[src/rtl/detector_jogada_pkg.sv]
// detector_jogada_pkg: state codes and debounce default shared by the play detector and control unit.
package detector_jogada_pkg;

    localparam int DEBOUNCE_DEFAULT = 20;

    typedef enum logic [1:0] {
        OCIOSO        = 2'd0,
        FILTRA        = 2'd1,
        ESPERA_SOLTAR = 2'd2
    } estado_t;

    function automatic logic one_hot(input logic [3:0] v);
        return (v != 4'd0) && ((v & (v - 4'd1)) == 4'd0);
    endfunction

endpackage

[src/rtl/sincronizador_4b.sv]
// sincronizador_4b: two-flop synchronizer for the four raw button lines.
module sincronizador_4b (
    input  logic       clock,
    input  logic       reset,
    input  logic [3:0] d,
    output logic [3:0] q
);

    logic [3:0] meta_q;
    logic [3:0] sync_q;

    always_ff @(posedge clock or negedge reset) begin
        if (!reset) begin
            meta_q <= 4'd0;
            sync_q <= 4'd0;
        end else begin
            meta_q <= d;
            sync_q <= meta_q;
        end
    end

    assign q = sync_q;

endmodule

[src/rtl/detector_jogada.sv]
// detector_jogada: debounces four buttons and reports one play per press-release cycle.
module detector_jogada
    import detector_jogada_pkg::*;
#(
    parameter int DEBOUNCE_CYCLES = DEBOUNCE_DEFAULT
) (
    input  logic       clock,
    input  logic       reset,
    input  logic       enable,
    input  logic [3:0] botoes,
    output logic [3:0] jogada,
    output logic       tem_jogada,
    output logic       multipla,
    output logic [3:0] db_estado
);

    localparam int CW = $clog2(DEBOUNCE_CYCLES + 1);
    localparam logic [CW-1:0] DC    = CW'(DEBOUNCE_CYCLES);
    localparam logic [CW-1:0] DC_M1 = CW'(DEBOUNCE_CYCLES - 1);

    logic [3:0]    botoes_s;
    estado_t       estado_q, estado_d;
    logic [3:0]    cand_q, cand_d;
    logic [CW-1:0] cnt_q, cnt_d;
    logic [3:0]    jogada_q, jogada_d;
    logic          tem_q, tem_d;
    logic          mult_q, mult_d;

    sincronizador_4b u_sync (
        .clock (clock),
        .reset (reset),
        .d     (botoes),
        .q     (botoes_s)
    );

    always_ff @(posedge clock or negedge reset) begin
        if (!reset) begin
            estado_q <= OCIOSO;
            cand_q   <= 4'd0;
            cnt_q    <= '0;
            jogada_q <= 4'd0;
            tem_q    <= 1'b0;
            mult_q   <= 1'b0;
        end else begin
            estado_q <= estado_d;
            cand_q   <= cand_d;
            cnt_q    <= cnt_d;
            jogada_q <= jogada_d;
            tem_q    <= tem_d;
            mult_q   <= mult_d;
        end
    end

    always_comb begin
        estado_d = estado_q;
        cand_d   = cand_q;
        cnt_d    = cnt_q;
        jogada_d = jogada_q;
        tem_d    = 1'b0;
        mult_d   = 1'b0;
        case (estado_q)
            OCIOSO: begin
                if (enable && botoes_s != 4'd0) begin
                    cand_d   = botoes_s;
                    cnt_d    = CW'(1);
                    estado_d = FILTRA;
                end
            end
            FILTRA: begin
                if (!enable || botoes_s == 4'd0) begin
                    cnt_d    = '0;
                    estado_d = OCIOSO;
                end else if (botoes_s != cand_q) begin
                    cand_d = botoes_s;
                    cnt_d  = CW'(1);
                end else if (cnt_q < DC) begin
                    cnt_d = cnt_q + CW'(1);
                end else begin
                    jogada_d = one_hot(cand_q) ? cand_q : jogada_q;
                    tem_d    = one_hot(cand_q);
                    mult_d   = !one_hot(cand_q);
                    cnt_d    = '0;
                    estado_d = ESPERA_SOLTAR;
                end
            end
            ESPERA_SOLTAR: begin
                // counter holds the number of consecutive released cycles seen so far
                if (botoes_s != 4'd0) begin
                    cnt_d = '0;
                end else if (cnt_q >= DC_M1) begin
                    cnt_d    = '0;
                    estado_d = OCIOSO;
                end else begin
                    cnt_d = cnt_q + CW'(1);
                end
            end
            default: begin
                cnt_d    = '0;
                estado_d = OCIOSO;
            end
        endcase
    end

    assign jogada     = jogada_q;
    assign tem_jogada = tem_q;
    assign multipla   = mult_q;
    assign db_estado  = {2'b00, estado_q};

endmodule
[config.mk]
export PLATFORM = sky130hd
export DESIGN_NAME = detector_jogada
export DESIGN_NICKNAME = d
export VERILOG_FILES = /design/src/rtl/detector_jogada_pkg.sv /design/src/rtl/sincronizador_4b.sv /design/src/rtl/detector_jogada.sv
export SDC_FILE = /design/constraint.sdc
export NUM_CORES = 1
export LEC_CHECK = 0
export CAP_MARGIN = 20
export CORE_UTILIZATION = 30
export DETAILED_ROUTE_END_ITERATION = 12
export SYNTH_ARGS = -nofsm -noshare
export SYNTH_HDL_FRONTEND = slang
export SYNTH_SLANG_ARGS = --single-unit
[constraint.sdc]
create_clock -name clock -period 2.08 [get_ports clock]
set_input_delay 0.416 -clock clock [delete_from_list [all_inputs] [get_ports clock]]
set_output_delay 0.416 -clock clock [all_outputs]
set_load 0.005 [all_outputs]
Word level (Yosys, flattened, before mapping)
Cells that the tools add are included.
{ "classes": {"reduce_logical": 14, "n_lt_le_gt_ge": 2, "bitwise_logic": 4, "eq_ne": 10, "mux": 26, "n_addsub": 2} }
{ "op_table": {"columns": ["operator", "n"], "rows": [
  ["$mux 5", 6],
  ["$pmux 5 s3", 1],
  ["$mux 2", 6],
  ["$mux 4", 3],
  ["$ne 2x2->1 const B", 5],
  ["$reduce_and 5->1", 2],
  ["$logic_not 4->1", 2],
  ["$mux 1", 8],
  ["$pmux 4 s2", 1],
  ["$reduce_bool 4->1", 2],
  ["$ne 3x3->1 const B", 2],
  ["$pmux 2 s3", 1],
  ["$add 5x1->5 const B", 1],
  ["$ge 5x5->1 const B", 1],
  ["$lt 5x5->1 const B", 1],
  ["$and 4x4->4", 1],
  ["$ne 4x4->1", 1],
  ["$reduce_and 4->1", 1],
  ["$sub 4x1->4 const B", 1],
  ["$not 1->1", 3],
  ["$eq 2x1->1 const B", 1],
  ["$eq 2x2->1 const B", 1],
  ["$logic_and 1x1->1", 2],
  ["$logic_not 1->1", 2],
  ["3 further kinds", 3]
]} }
{ "totals": {"output_inout_bits": 10, "wordCells": 66, "ff_bits": 25, "input_bits": 7} }

Logic depth before layout (Yosys ltp)
{ "depth": {"ltp_word": 9, "depth_mapped": 5, "depth_no_buf": 5} }

Modules after synthesis
A second synthesis with hierarchy kept.
{ "unflattened": {"cells_unflattened": 94, "area_unflattened_um2": 1142.3} }
{ "by_module_without_submodules": {"columns": ["mod", "cells_per_inst", "instances", "seq_area_each_um2", "area_per_inst_um2"], "rows": [
  ["detector_jogada", 86, 1, 425.4, 942.2],
  ["sincronizador_4b", 8, 1, 200.2, 200.2]
]} }

Worst setup path after synthesis
No wires, ideal clock.
{ "synth_path": {"path_kind": "register to register", "startpoint": "register u_sync.sync_q[0], in the netlist u_sync.q[0]", "endpoint": "register jogada_q[0], in the netlist jogada[0]", "slack_ns": 0.290, "required_ns": 1.955, "path_stages_with_launch": 5, "arrival_time_ns": 1.666, "synth_period_minus_slack_ns": 1.790, "n_path_buf": 0, "setup_time_ns": 0.125, "cell_sequence": "dfrtp_1 -> o41ai_2 -> nor3b_1 -> o2111ai_2 -> mux2_2"} }
{ "synth_via": {"elab_chain_cells": 4, "word_cells_on_any_way": 6, "cone_classes": "1 x eq/ne; 2 x bitwise; 3 x reduce/logical"} }
{ "synth_lines": {"columns": ["element", "line_no", "source"], "rows": [
  ["start: declaration", "sincronizador_4b.sv:10", "logic [3:0] sync_q;"],
  ["start signal: assignment", "sincronizador_4b.sv:18", "sync_q <= meta_q;"],
  ["$logic_not 4->1", "detector_jogada.sv:70", "if (!enable || botoes_s == 4'd0) begin"],
  ["$logic_or 1x1->1", "detector_jogada.sv:70", null],
  ["$not 1->1 (no line)", null, null],
  ["$reduce_and 5->1 (no line) *", null, null],
  ["end signal: assignment", "detector_jogada.sv:48", "jogada_q <= jogada_d;"],
  ["end: declaration", "detector_jogada.sv:25", "logic [3:0] jogada_q, jogada_d;"]
]} }
Mark *: on every way between the ends. The rest lies on a longest branch, timed or not.
A chain may end at the register's enable or synchronous reset.

Worst setup path in the final report
{ "layout_path": {"startpoint": "register cnt_q[0]", "endpoint": "register cnt_q[4]"} }
{ "layout_via": {"elab_chain_cells": 5, "word_cells_on_any_way": 9, "cone_classes": "1 x add/sub; 2 x order compare; 6 x mux"} }
{ "layout_lines": {"columns": ["element", "line_no", "source"], "rows": [
  ["start: declaration", "detector_jogada.sv:24", "logic [CW-1:0] cnt_q, cnt_d;"],
  ["start signal: assignment", "detector_jogada.sv:47", "cnt_q <= cnt_d;"],
  ["$add 5x1->5 / $lt 5x5->1 (equally long branches)", "detector_jogada.sv:77, detector_jogada.sv:94, detector_jogada.sv:76", null],
  ["$mux 5", "detector_jogada.sv:76", "end else if (cnt_q < DC) begin"],
  ["$mux 5", "detector_jogada.sv:73", "end else if (botoes_s != cand_q) begin"],
  ["$mux 5", "detector_jogada.sv:70", null],
  ["$pmux 5 s3 *", "detector_jogada.sv:61", "case (estado_q)"]
]} }
Marks and branches as above.

==> out/qor.txt <==
Outcome: completed
Grt total ovfl: 0
Post-cts hold buffer count: 0
Root Driver: clkbuf_8
Net Sw Frac: 24.96%
CTS Buf Count: 3
Crit path capture: cnt_q[4]$_DFFE_PN0N_
Vias in the first global route: 773
Gpl congestion: 0.7418
Cell taking the most area after synthesis: dfrtp_1
P&R area growth vs syn: 22.64%
P_leak: 0.0005737 uW
CTS HTree Levels: 1
Max IR drop VDD: 0.3407 mV
Area of the multi-input gates: 483.0 um2
Combinational share of power: 11.5%
Pre-antenna DRT Iters: 4
# IOs: 17
Setup Skew: 0.003259 ns
Final worst path period share: 89.35%
Setup TNS: 0 ns
I/O Buffers: 14
Synthesized flop and latch total: 25
Sequential power share: 57.9%
CTS tree: built
Post-synthesis sequential area ratio: 55.49%
Final setup viols: 0
Slowest stage cell on the critical path: dfrtp_1
Fin crit period: 1.858 ns
Most used cell, CP: a2111o_1
First-pass GRT wire length: 3353 um
Final Hold Viols: 0
Internal power: 695.2 uW
Cells after Synth: 89
Synth top area cells: dfrtp_1 (55%), mux2_2 (8.0%), xor2_1 (3.1%)
Share of layout cells above drive strength 1: 21.10%
FF-to-FF path depth: 5
Pwr dens: 670.1 mW/mm2
Warnings from Yosys: 0
Critical path endpoint category: flop
Crit-path max FO: 6
Syn_area_per_cell: 12.67 um2
Max frequency: 538.1 MHz
Clk Latency, worst-skew pair: 0.26 ns
# diodes: 0
Top_reg_cell synth: dfrtp_1
Slew Limit Fails: 0
Async set or reset register ratio after synthesis: 100.0%
Hold Path Cell Cnt: 0
Post-route ant nets: 0
P_sw: 231.3 uW
Post-synth EDFFs: 0
Row count: 21
CP startpoint: cnt_q[0]$_DFFE_PN0N_
Final #Nets: 118
Mapped cell area: 0.001127 mm2
Overall die width: 63.30 um
Kind of critical path: reg2reg
Top cell type's share of synthesized area: 55.49%
Filler cells: 340
Worst EP required: 2.27 ns
Core Region: 0.003468 mm2
Clock Sinks: 25
Detailed Place HPWL: 1394 um
RR Startpoint: cnt_q[0]$_DFFE_PN0N_
Post-CTS Setup Inserts: 0
Hold crit path type: reg2reg
Unrepaired setup endpoints after global routing: no
# resized after CTS: 0
Crit path cell chain: ha_1, a2111o_1, a2111o_1, a21boi_4, o21ai_1
Startpoint Class: flop
Top-count cell post-synth: dfrtp_1
DRT Wirelength: 1832 um
DP Worst Slack: 0.1236 ns
Synth unique cells: 34
Reg2reg setup slack: 0.22 ns
Clock transition at path regs: 0.08 ns
Initial Utilization: 32.50%
Pin count of the biggest net entering global routing: 26
Drt drc: 0
Synth cell count leaders: dfrtp_1 (25), mux2_2 (8), nand2_1 (5), nor2_1 (5), xor2_1 (4)
Register area: 625.6 um2
Initial drt markers: 15
Min setup slack post-route: 0.2216 ns
Die Area: 0.004007 mm2
Max-cap violations: 0
Die H: 63.30 um
WL per Instance: 11.82 um
Critical Path AT: 2.05 ns
Antenna violations before repair: 0
Clock Path Buffers: 2
RR Endpoint: cnt_q[4]$_DFFE_PN0N_
Routed via count: 751
Max incr delay on CP: 0.44 ns
DR vias/cell: 4.845
Clock power share: 30.5%
GRT Util Overall: 10.68%
==> metrics by stage <==
step	area, um2	utilization (%)	power [uW]	hold WS [ns]	instances
after detailed placement	1336	38.53	655.6	0.3370	151
after global routing	1383	39.86	979.6	0.3620	155
final	1383	39.86	926.5	0.3537	155
after CTS	1383	39.86	940.9	0.3564	155
after floorplan	1131	-	612.2	0.1204	90
after global placement	1336	38.53	650.6	0.3321	151
==> layout make-up <==
cell class	count	area share, %
inverters	2	0.5430
multi-input cells	61	34.93
well taps	46	4.163
clock buffers	3	2.986
repair buffers	17	11.76
flip-flops and latches	25	45.25
clock inverters	1	0.3620
==> worst min path at each step <==
stage	startpoint	end	slack, ns
after detailed placement	u_sync.meta_q[0]$_DFF_PN0_	u_sync.q[0]$_DFF_PN0_	0.34
after floorplan	reset	cand_q[0]$_DFFE_PN0P_	0.12
after global routing	u_sync.meta_q[3]$_DFF_PN0_	u_sync.q[3]$_DFF_PN0_	0.36
final	u_sync.meta_q[0]$_DFF_PN0_	u_sync.q[0]$_DFF_PN0_	0.35
after CTS	u_sync.meta_q[2]$_DFF_PN0_	u_sync.q[2]$_DFF_PN0_	0.36
after global placement	u_sync.meta_q[0]$_DFF_PN0_	u_sync.q[0]$_DFF_PN0_	0.33
==> layer usage <==
metal / part of all wire, % / vias to the layer above / GRT usage [%] / routed length [um]
li1: - / 364 / - / -
met1: 44 / 364 / 12.59 / 810
met2: 50 / 19 / 18.41 / 920
met3: 3.9 / 4 / 1.993 / 71
met4: 1.6 / 0 / 5.398 / 29
met5: 0 / - / 0 / 0
==> kinds of logic after synthesis <==
family                     share of synthesized area, %
AOI/OAI and AO/OA                                 16.65
xor gates and xnor gates                          4.661
adders and majority gates                         1.110
buffers and inverters                             1.998
DFF                                               55.49
muxes                                             7.991
other                                            0.3326
and+or+nand+nor                                   11.77
==> worst max-delay path: cells and delay by family, from the launching register on <==
kind / cells / cell delay, ns
flip-flops: 1 / 0.44
AO/OA/AOI/OAI: 4 / 1.08
adder cells (fa/ha/maj): 1 / 0.26
==> power groups by stage <==
stage / sequential, uW / combinational [uW] / clock [uW]
floorplan: 539 / 72.9 / 0
global placement: 546 / 105 / 0
detailed placement: 547 / 108 / 0
CTS: 537 / 109 / 294
global route: 541 / 119 / 319
finish: 537 / 107 / 283
==> cell usage in the layout (no fill, tap or decap), drive strengths merged, types with 2 or more instances in the layout <==
cell type / n
o21ai: 6
a2111o: 2
nor2: 5
mux2: 8
inv: 2
xor2: 4
xnor2: 2
a21oi: 2
nand3: 3
o21a: 2
o31ai: 2
a211oi: 2
clkdlybuf4s50: 14
buf: 3
dfrtp: 25
conb: 2
clkbuf: 3
nand2: 5
==> registers in the layout (all words and copies together), names as in the netlist <==
| signal | flops |
|---|---|
| cand_q | 4 |
| cnt_q | 5 |
| estado_q | 2 |
| jogada | 4 |
| multipla | 1 |
| tem_jogada | 1 |
| u_sync.meta_q | 4 |
| u_sync.q | 4 |
(Power assumes the default switching activity.)
